<file path="src/rtl/cmp_pipe.sv">
// cmp_pipe: elastic valid/ready pipeline of DEPTH stages that carries a payload
// word together with an equality flag and a select-mux result computed at
// entry. A saturating counter tallies delivered beats whose operands matched.
module cmp_pipe #(
  parameter int WIDTH     = 8,
  parameter int DEPTH     = 2,
  parameter int CNT_WIDTH = 16
) (
  input  logic                 clk,
  input  logic                 rst,
  input  logic                 in_valid,
  output logic                 in_ready,
  input  logic [WIDTH-1:0]     in_data,
  input  logic [WIDTH-1:0]     in_a,
  input  logic [WIDTH-1:0]     in_b,
  input  logic                 in_sel,
  output logic                 out_valid,
  input  logic                 out_ready,
  output logic [WIDTH-1:0]     out_data,
  output logic                 out_eq,
  output logic [WIDTH-1:0]     out_mux,
  input  logic                 clr_cnt,
  output logic [CNT_WIDTH-1:0] match_cnt
);

  logic [DEPTH-1:0]     vld_p;
  logic [DEPTH-1:0]     eq_p;
  logic [WIDTH-1:0]     data_p [DEPTH];
  logic [WIDTH-1:0]     mux_p  [DEPTH];

  logic [DEPTH-1:0]     rdy;
  logic [DEPTH-1:0]     src_vld;
  logic [DEPTH-1:0]     src_eq;
  logic [WIDTH-1:0]     src_data [DEPTH];
  logic [WIDTH-1:0]     src_mux  [DEPTH];

  logic [CNT_WIDTH-1:0] cnt;
  logic                 out_hs;

  // Increment that sticks at the all-ones value instead of wrapping.
  function automatic logic [CNT_WIDTH-1:0] sat_inc(input logic [CNT_WIDTH-1:0] v);
    if (&v) return v;
    return v + {{(CNT_WIDTH-1){1'b0}}, 1'b1};
  endfunction

  // Ready chain, flattened: a stage can load if the output is taken or any
  // stage from it downstream is empty, so bubbles collapse under a stall.
  always_comb begin
    for (int k = 0; k < DEPTH; k++) begin
      rdy[k] = out_ready;
      for (int j = k; j < DEPTH; j++) begin
        if (!vld_p[j]) rdy[k] = 1'b1;
      end
    end
  end

  // Per-stage load sources: the input ports feed stage 0 (with the compare
  // and select evaluated here), every other stage takes its predecessor.
  always_comb begin
    src_vld[0]  = in_valid;
    src_data[0] = in_data;
    src_eq[0]   = (in_a == in_b);
    src_mux[0]  = in_sel ? in_a : in_b;
    for (int k = 1; k < DEPTH; k++) begin
      src_vld[k]  = vld_p[k-1];
      src_data[k] = data_p[k-1];
      src_eq[k]   = eq_p[k-1];
      src_mux[k]  = mux_p[k-1];
    end
  end

  // Stage registers: advance when ready, payload only follows a valid beat.
  always_ff @(posedge clk or negedge rst) begin
    if (!rst) begin
      vld_p <= '0;
      eq_p  <= '0;
      for (int k = 0; k < DEPTH; k++) begin
        data_p[k] <= '0;
        mux_p[k]  <= '0;
      end
    end else begin
      for (int k = 0; k < DEPTH; k++) begin
        if (rdy[k]) begin
          vld_p[k] <= src_vld[k];
          if (src_vld[k]) begin
            data_p[k] <= src_data[k];
            eq_p[k]   <= src_eq[k];
            mux_p[k]  <= src_mux[k];
          end
        end
      end
    end
  end

  assign out_hs = vld_p[DEPTH-1] & out_ready;

  // Match counter: clear wins over a same-cycle increment.
  always_ff @(posedge clk or negedge rst) begin
    if (!rst) begin
      cnt <= '0;
    end else if (clr_cnt) begin
      cnt <= '0;
    end else if (out_hs && eq_p[DEPTH-1]) begin
      cnt <= sat_inc(cnt);
    end
  end

  assign in_ready  = rdy[0];
  assign out_valid = vld_p[DEPTH-1];
  assign out_data  = data_p[DEPTH-1];
  assign out_eq    = eq_p[DEPTH-1];
  assign out_mux   = mux_p[DEPTH-1];
  assign match_cnt = cnt;

endmodule
</file>
<file path="config.mk">
export PLATFORM = sky130hd
export DESIGN_NAME = cmp_pipe
export DESIGN_NICKNAME = d
export VERILOG_FILES = /design/src/rtl/cmp_pipe.sv
export SDC_FILE = /design/constraint.sdc
export NUM_CORES = 1
export LEC_CHECK = 0
export CORE_MARGIN = 4
export CORE_UTILIZATION = 37
export CTS_BUF_LIST = sky130_fd_sc_hd__clkbuf_2
export CTS_CLUSTER_SIZE = 20
export DETAILED_ROUTE_END_ITERATION = 12
export DONT_BUFFER_PORTS = 1
export PLACE_DENSITY = 0.5
export SETUP_SLACK_MARGIN = 0.5
export SYNTH_ARGS = -nofsm -noshare
export SYNTH_HDL_FRONTEND = slang
export SYNTH_SLANG_ARGS = --single-unit
</file>
<file path="constraint.sdc">
create_clock -name clk -period 1.8 [get_ports clk]
set_clock_uncertainty 0.05 [all_clocks]
set_input_delay 0.54 -clock clk [delete_from_list [all_inputs] [get_ports clk]]
set_output_delay 0.54 -clock clk [all_outputs]
set_load 0.01 [all_outputs]
</file>
Word-level counts from Yosys, hierarchy flattened
Index checks and enable logic that the tools add are counted.
{"block": "totals", "output_inout_bits": 35, "ff_bits": 52, "inputBits": 30, "elab_cells": 29}
{"block": "classes", "mux": 10, "addsub": 1, "n_reduce_logical": 6, "eq_ne": 2, "bitwise_logic": 1}
{"op": "$mux 16", "count": 3}
{"op": "$add 16x1->16 const B", "count": 1}
{"op": "$reduce_and 16->1", "count": 1}
{"op": "$eq 8x8->1", "count": 1}
{"op": "$mux 8", "count": 1}
{"op": "$mux 1", "count": 6}
{"op": "$reduce_and 2->1", "count": 3}
{"op": "$ne 3x3->1 const B", "count": 1}
{"op": "$reduce_bool 2->1", "count": 1}
{"op": "$and 1x1->1", "count": 1}
{"op": "$logic_and 1x1->1", "count": 1}

Depth between registers and ports, before layout
{"block": "depth", "word_depth": 7, "depth_mapped": 8, "ltp_nobuf": 5}

Least setup slack after synthesis
No wires, ideal clock.
{"block": "synth_timing", "path_type": "register to register", "startpoint": "reg cnt[0], in the netlist match_cnt[0]", "endpoint": "reg cnt[13], in the netlist match_cnt[13]", "path_stages_with_launch": 7, "path_slack_ps": -193, "n_path_buf": 1, "synth_period_minus_slack_ps": 1993, "setup_time_ps": 125, "arrival_time_ps": 1819, "t_required_ps": 1625, "path_cell_list": "dfrtp_1 ha_1 and4_1 and4_1 buf_6 nor4_1 mux2_2"}
{"block": "synth_via", "elab_chain_cells": 6, "elab_cells_between_ends": 10, "classes_between": "add/sub: 1; eq/ne: 1; mux: 6; reduce/logical: 2"}
{"element": "start, declared", "line": "37", "text": "logic [CNT_WIDTH-1:0] cnt;"}
{"element": "start signal, assigned", "line": "104", "text": "cnt <= sat_inc(cnt);"}
{"element": "parallel branches: the longest is 6 deep, another holds $add 16x1->16"}
Several ways; the timed one is not identified. The select of a mux whose other input is x is not followed.
A chain may end at the register's enable or synchronous reset.

Final worst setup path
{"block": "layout_timing", "startpoint": "reg vld_p[1]", "endpoint": "out in_ready"}
{"block": "layout_via", "elab_chain_cells": 1}
{"element": "start, declared", "line": "26", "text": "logic [DEPTH-1:0] vld_p;"}
{"element": "start signal, assigned by index", "line": "84", "text": "vld_p[k] <= src_vld[k];"}
{"element": "$mux 1", "line": "52", "text": "if (!vld_p[j]) rdy[k] = 1'b1;"}
{"element": "end, declared", "line": "12", "text": "output logic in_ready,"}
No other way between the ends.

==> flow_metrics.tcl <==
set metrics [dict create \
    violations "negative hold slack, negative setup slack" \
    rsz0062_at_grt "true" \
    crit_type "reg2out" \
    area_growth_pct 34.5 \
    vdd_ir_drop_max_mv 0.437 \
    io_pins 65 \
    cts_max_level 2 \
    rows 29 \
    clkSinkCount 52 \
    grt_pass1_vias 2073 \
    dieWidth_microns 90.8 \
    slew_viol_final 0 \
    worst_slew_pin_slew_ns 0.308 \
    hold_viol 52 \
    routed_wl_microns 6530 \
    final_cell_mix "dfrtp_1 (49), buf_6 (33), buf_4 (24)" \
    ys_types 34 \
    yosysSeqAreaShare 0.513 \
    gp_congestion 0.736 \
    period_minus_slack_ns 1.90 \
    slew_headroom 0.792 \
    avgViaCountPerCell 5.51 \
    postRouteAntennaNets 0 \
    ys_seq_elements 52 \
    ys_warn_count 0 \
    end_kind "output pin" \
    worstPathRequired_ns 1.21 \
    tritoncts "done" \
    placed_cell_area_sq_um 2860 \
    drive_above_1_share 0.506 \
    cellPowerDensity_nw_per_um2 672 \
    syn_inst 226 \
    nets 299 \
    fill_cells 563 \
    finalWorstSetupSlack_ns -0.100 \
    syn_nets 257 \
    grtUsageTotal 0.156 \
    cts_buffers 5 \
    crit_fanout 4 \
    arrival_ns 1.31 \
    diodes 0 \
    clk_latency_ns 0.46 \
    port_buffers 0 \
    syn_area_sq_um 2540 \
    fmax_mhz 526 \
    drcViolationCount 0 \
    drv_cap 0 \
    core_sq_um 6490 \
    start_util 0.391 \
    antenna_found_initial 0 \
    p_leak_uw 0.00147 \
    period_share 1.06 \
    die_y_microns 90.8 \
    post-place-cells 313 \
    drt-wirelength-per-cell_microns 18.9 \
    die-area_sq_um 8250 \
    drt-initial-drc-count 51 \
    num_vias 1908 \
    grt_max_degree 53 \
    grt_pass1_wl_microns 10400 \
    clk_path_buf_depth 2 \
    ctsRootBufferMaster "clkbuf_2" \
    finalNonFillerCells 346 \
    hpwl_microns 4100 \
    finalSetupViolCount 8 \
    dr.pass1.iters 4 \
    final_common_cell "dfrtp_1" \
    clk_pin_slew_worst_paths_ns 0.30 \
    fin_area_sq_um 3410 \
    start_kind "register" \
    hold_path_class "in2async" \
    r2r_cells 6 \
    outcome "complete, but fails checks" \
    hold_slack_ns -0.342 \
    grt_overflow 0 \
    postSynthAreaPerCell_sq_um 11.2 \
]
## registers in the layout, summed over array words and instances, names as in the netlist
| name | flops |
|---|---|
| out_mux | 8 |
| out_data | 8 |
| mux_p | 8 |
| eq_p | 2 |
| vld_p | 2 |
| match_cnt | 16 |
| data_p | 8 |
## final cells by class
type,count,area (sq um),share of cell area
timing repair buffer,61,607,0.178
inverter,3,11.3,0.00330
multi-input combinational,145,1350,0.394
clock buffer,5,25.0,0.00733
clock inverter,3,22.5,0.00660
sequential,52,1310,0.382
tap,77,96.3,0.0282
## metrics by stage
| stage | hold slack (ns) | utilization | TNS [ns] | power, uW | setup WS [ns] |
|---|---|---|---|---|---|
| 2_1_floorplan | 0.194 | - | -0.0672 | 1870 | -0.0231 |
| 3_3_place_gp | 0.196 | 0.441 | -0.119 | 1780 | -0.0738 |
| 3_5_place_dp | 0.196 | 0.441 | -0.219 | 1790 | -0.0780 |
| 4_1_cts | -0.382 | 0.500 | -0.302 | 2320 | -0.133 |
| 5_1_grt | -0.412 | 0.525 | -1.28 | 2410 | -0.187 |
| 6_report | -0.342 | 0.525 | -0.272 | 2290 | -0.100 |
## metal layers
| layer | up-vias | global-route usage | wire length, microns |
|---|---|---|---|
| met3 | 11 | 0.0442 | 367 |
| met5 | - | 0 | 0 |
| met1 | 951 | 0.194 | 2830 |
| met2 | 45 | 0.264 | 3230 |
| li1 | 901 | - | - |
| met4 | 0 | 0.0465 | 106 |
## logic make-up after synthesis
family / after synthesis / synth area share
XOR/XNOR: 8 / 0.0276
buffers and inverters: 30 / 0.0745
adder cells (fa/ha/maj): 1 / 0.00493
AO/OA/AOI/OAI: 38 / 0.0873
AND/OR/NAND/NOR: 63 / 0.146
multiplexers: 34 / 0.147
flip-flops: 52 / 0.513
## critical path, cell delays in order (launching register included)
cell and delay (ns):
dfrtp_1 0.46, buf_6 0.14, nand3b_1 0.12, buf_6 0.12
## Yosys cell counts
cell	n	share of area
or4_4	1	0.0044
or4_1	7	0.021
nand2_1	18	0.027
or3_1	6	0.015
nor4_1	2	0.0049
nor3_1	1	0.0020
buf_1	2	0.0030
mux2i_1	8	0.032
nand3b_1	1	0.0030
nand4_1	4	0.0099
buf_4	16	0.047
and2_1	1	0.0025
nand3_1	7	0.014
o31ai_1	11	0.033
a21oi_1	15	0.030
mux2_2	26	0.12
o41ai_1	1	0.0035
and4_1	4	0.014
or4b_1	1	0.0039
buf_6	2	0.0089
xnor2_1	8	0.028
and4b_1	1	0.0039
nand2b_1	3	0.0074
o21ai_0	11	0.022
clkbuf_1	6	0.0089
or3b_1	1	0.0035
nor2_1	2	0.0030
buf_2	1	0.0020
dfrtp_1	52	0.51
inv_1	3	0.0044
nor2b_1	1	0.0025
ha_1	1	0.0049
and3_2	1	0.0030
and3_1	1	0.0025
## what timing repair did
item,4_1_cts,5_1_grt
hold buffers,1,1
pin swaps,7,3
cloned,2,0
endpoints found under the setup margin,85,85
setup buffers,17,4
resized for setup,44,30
hold endpoints to repair,54,53
## final timing paths
check                           slack (ns)                startpoint                         to
worst max-delay path                 -0.10      vld_p[1]$_DFFE_PN0N_                   in_ready
worst min-delay path                 -0.34                       rst    out_data[0]$_DFFE_PN0P_
worst max register to register       -0.05  match_cnt[0]$_DFFE_PN0P_  match_cnt[14]$_DFFE_PN0P_
worst min register to register        0.48    data_p[15]$_DFFE_PN0P_    out_data[7]$_DFFE_PN0P_
max in group asynchronous             1.92                       rst     out_mux[4]$_DFFE_PN0P_
min in group clk                      0.04                   clr_cnt   match_cnt[6]$_DFFE_PN0P_
## power breakdown
| group | switching [uW] | total, uW | internal (uW) |
|---|---|---|---|
| combinational | 108 | 318 | 210 |
| clock | 405 | 508 | 103 |
| sequential | 146 | 1470 | 1320 |
| total | 659 | 2290 | 1630 |
(Power assumes the default switching activity.)
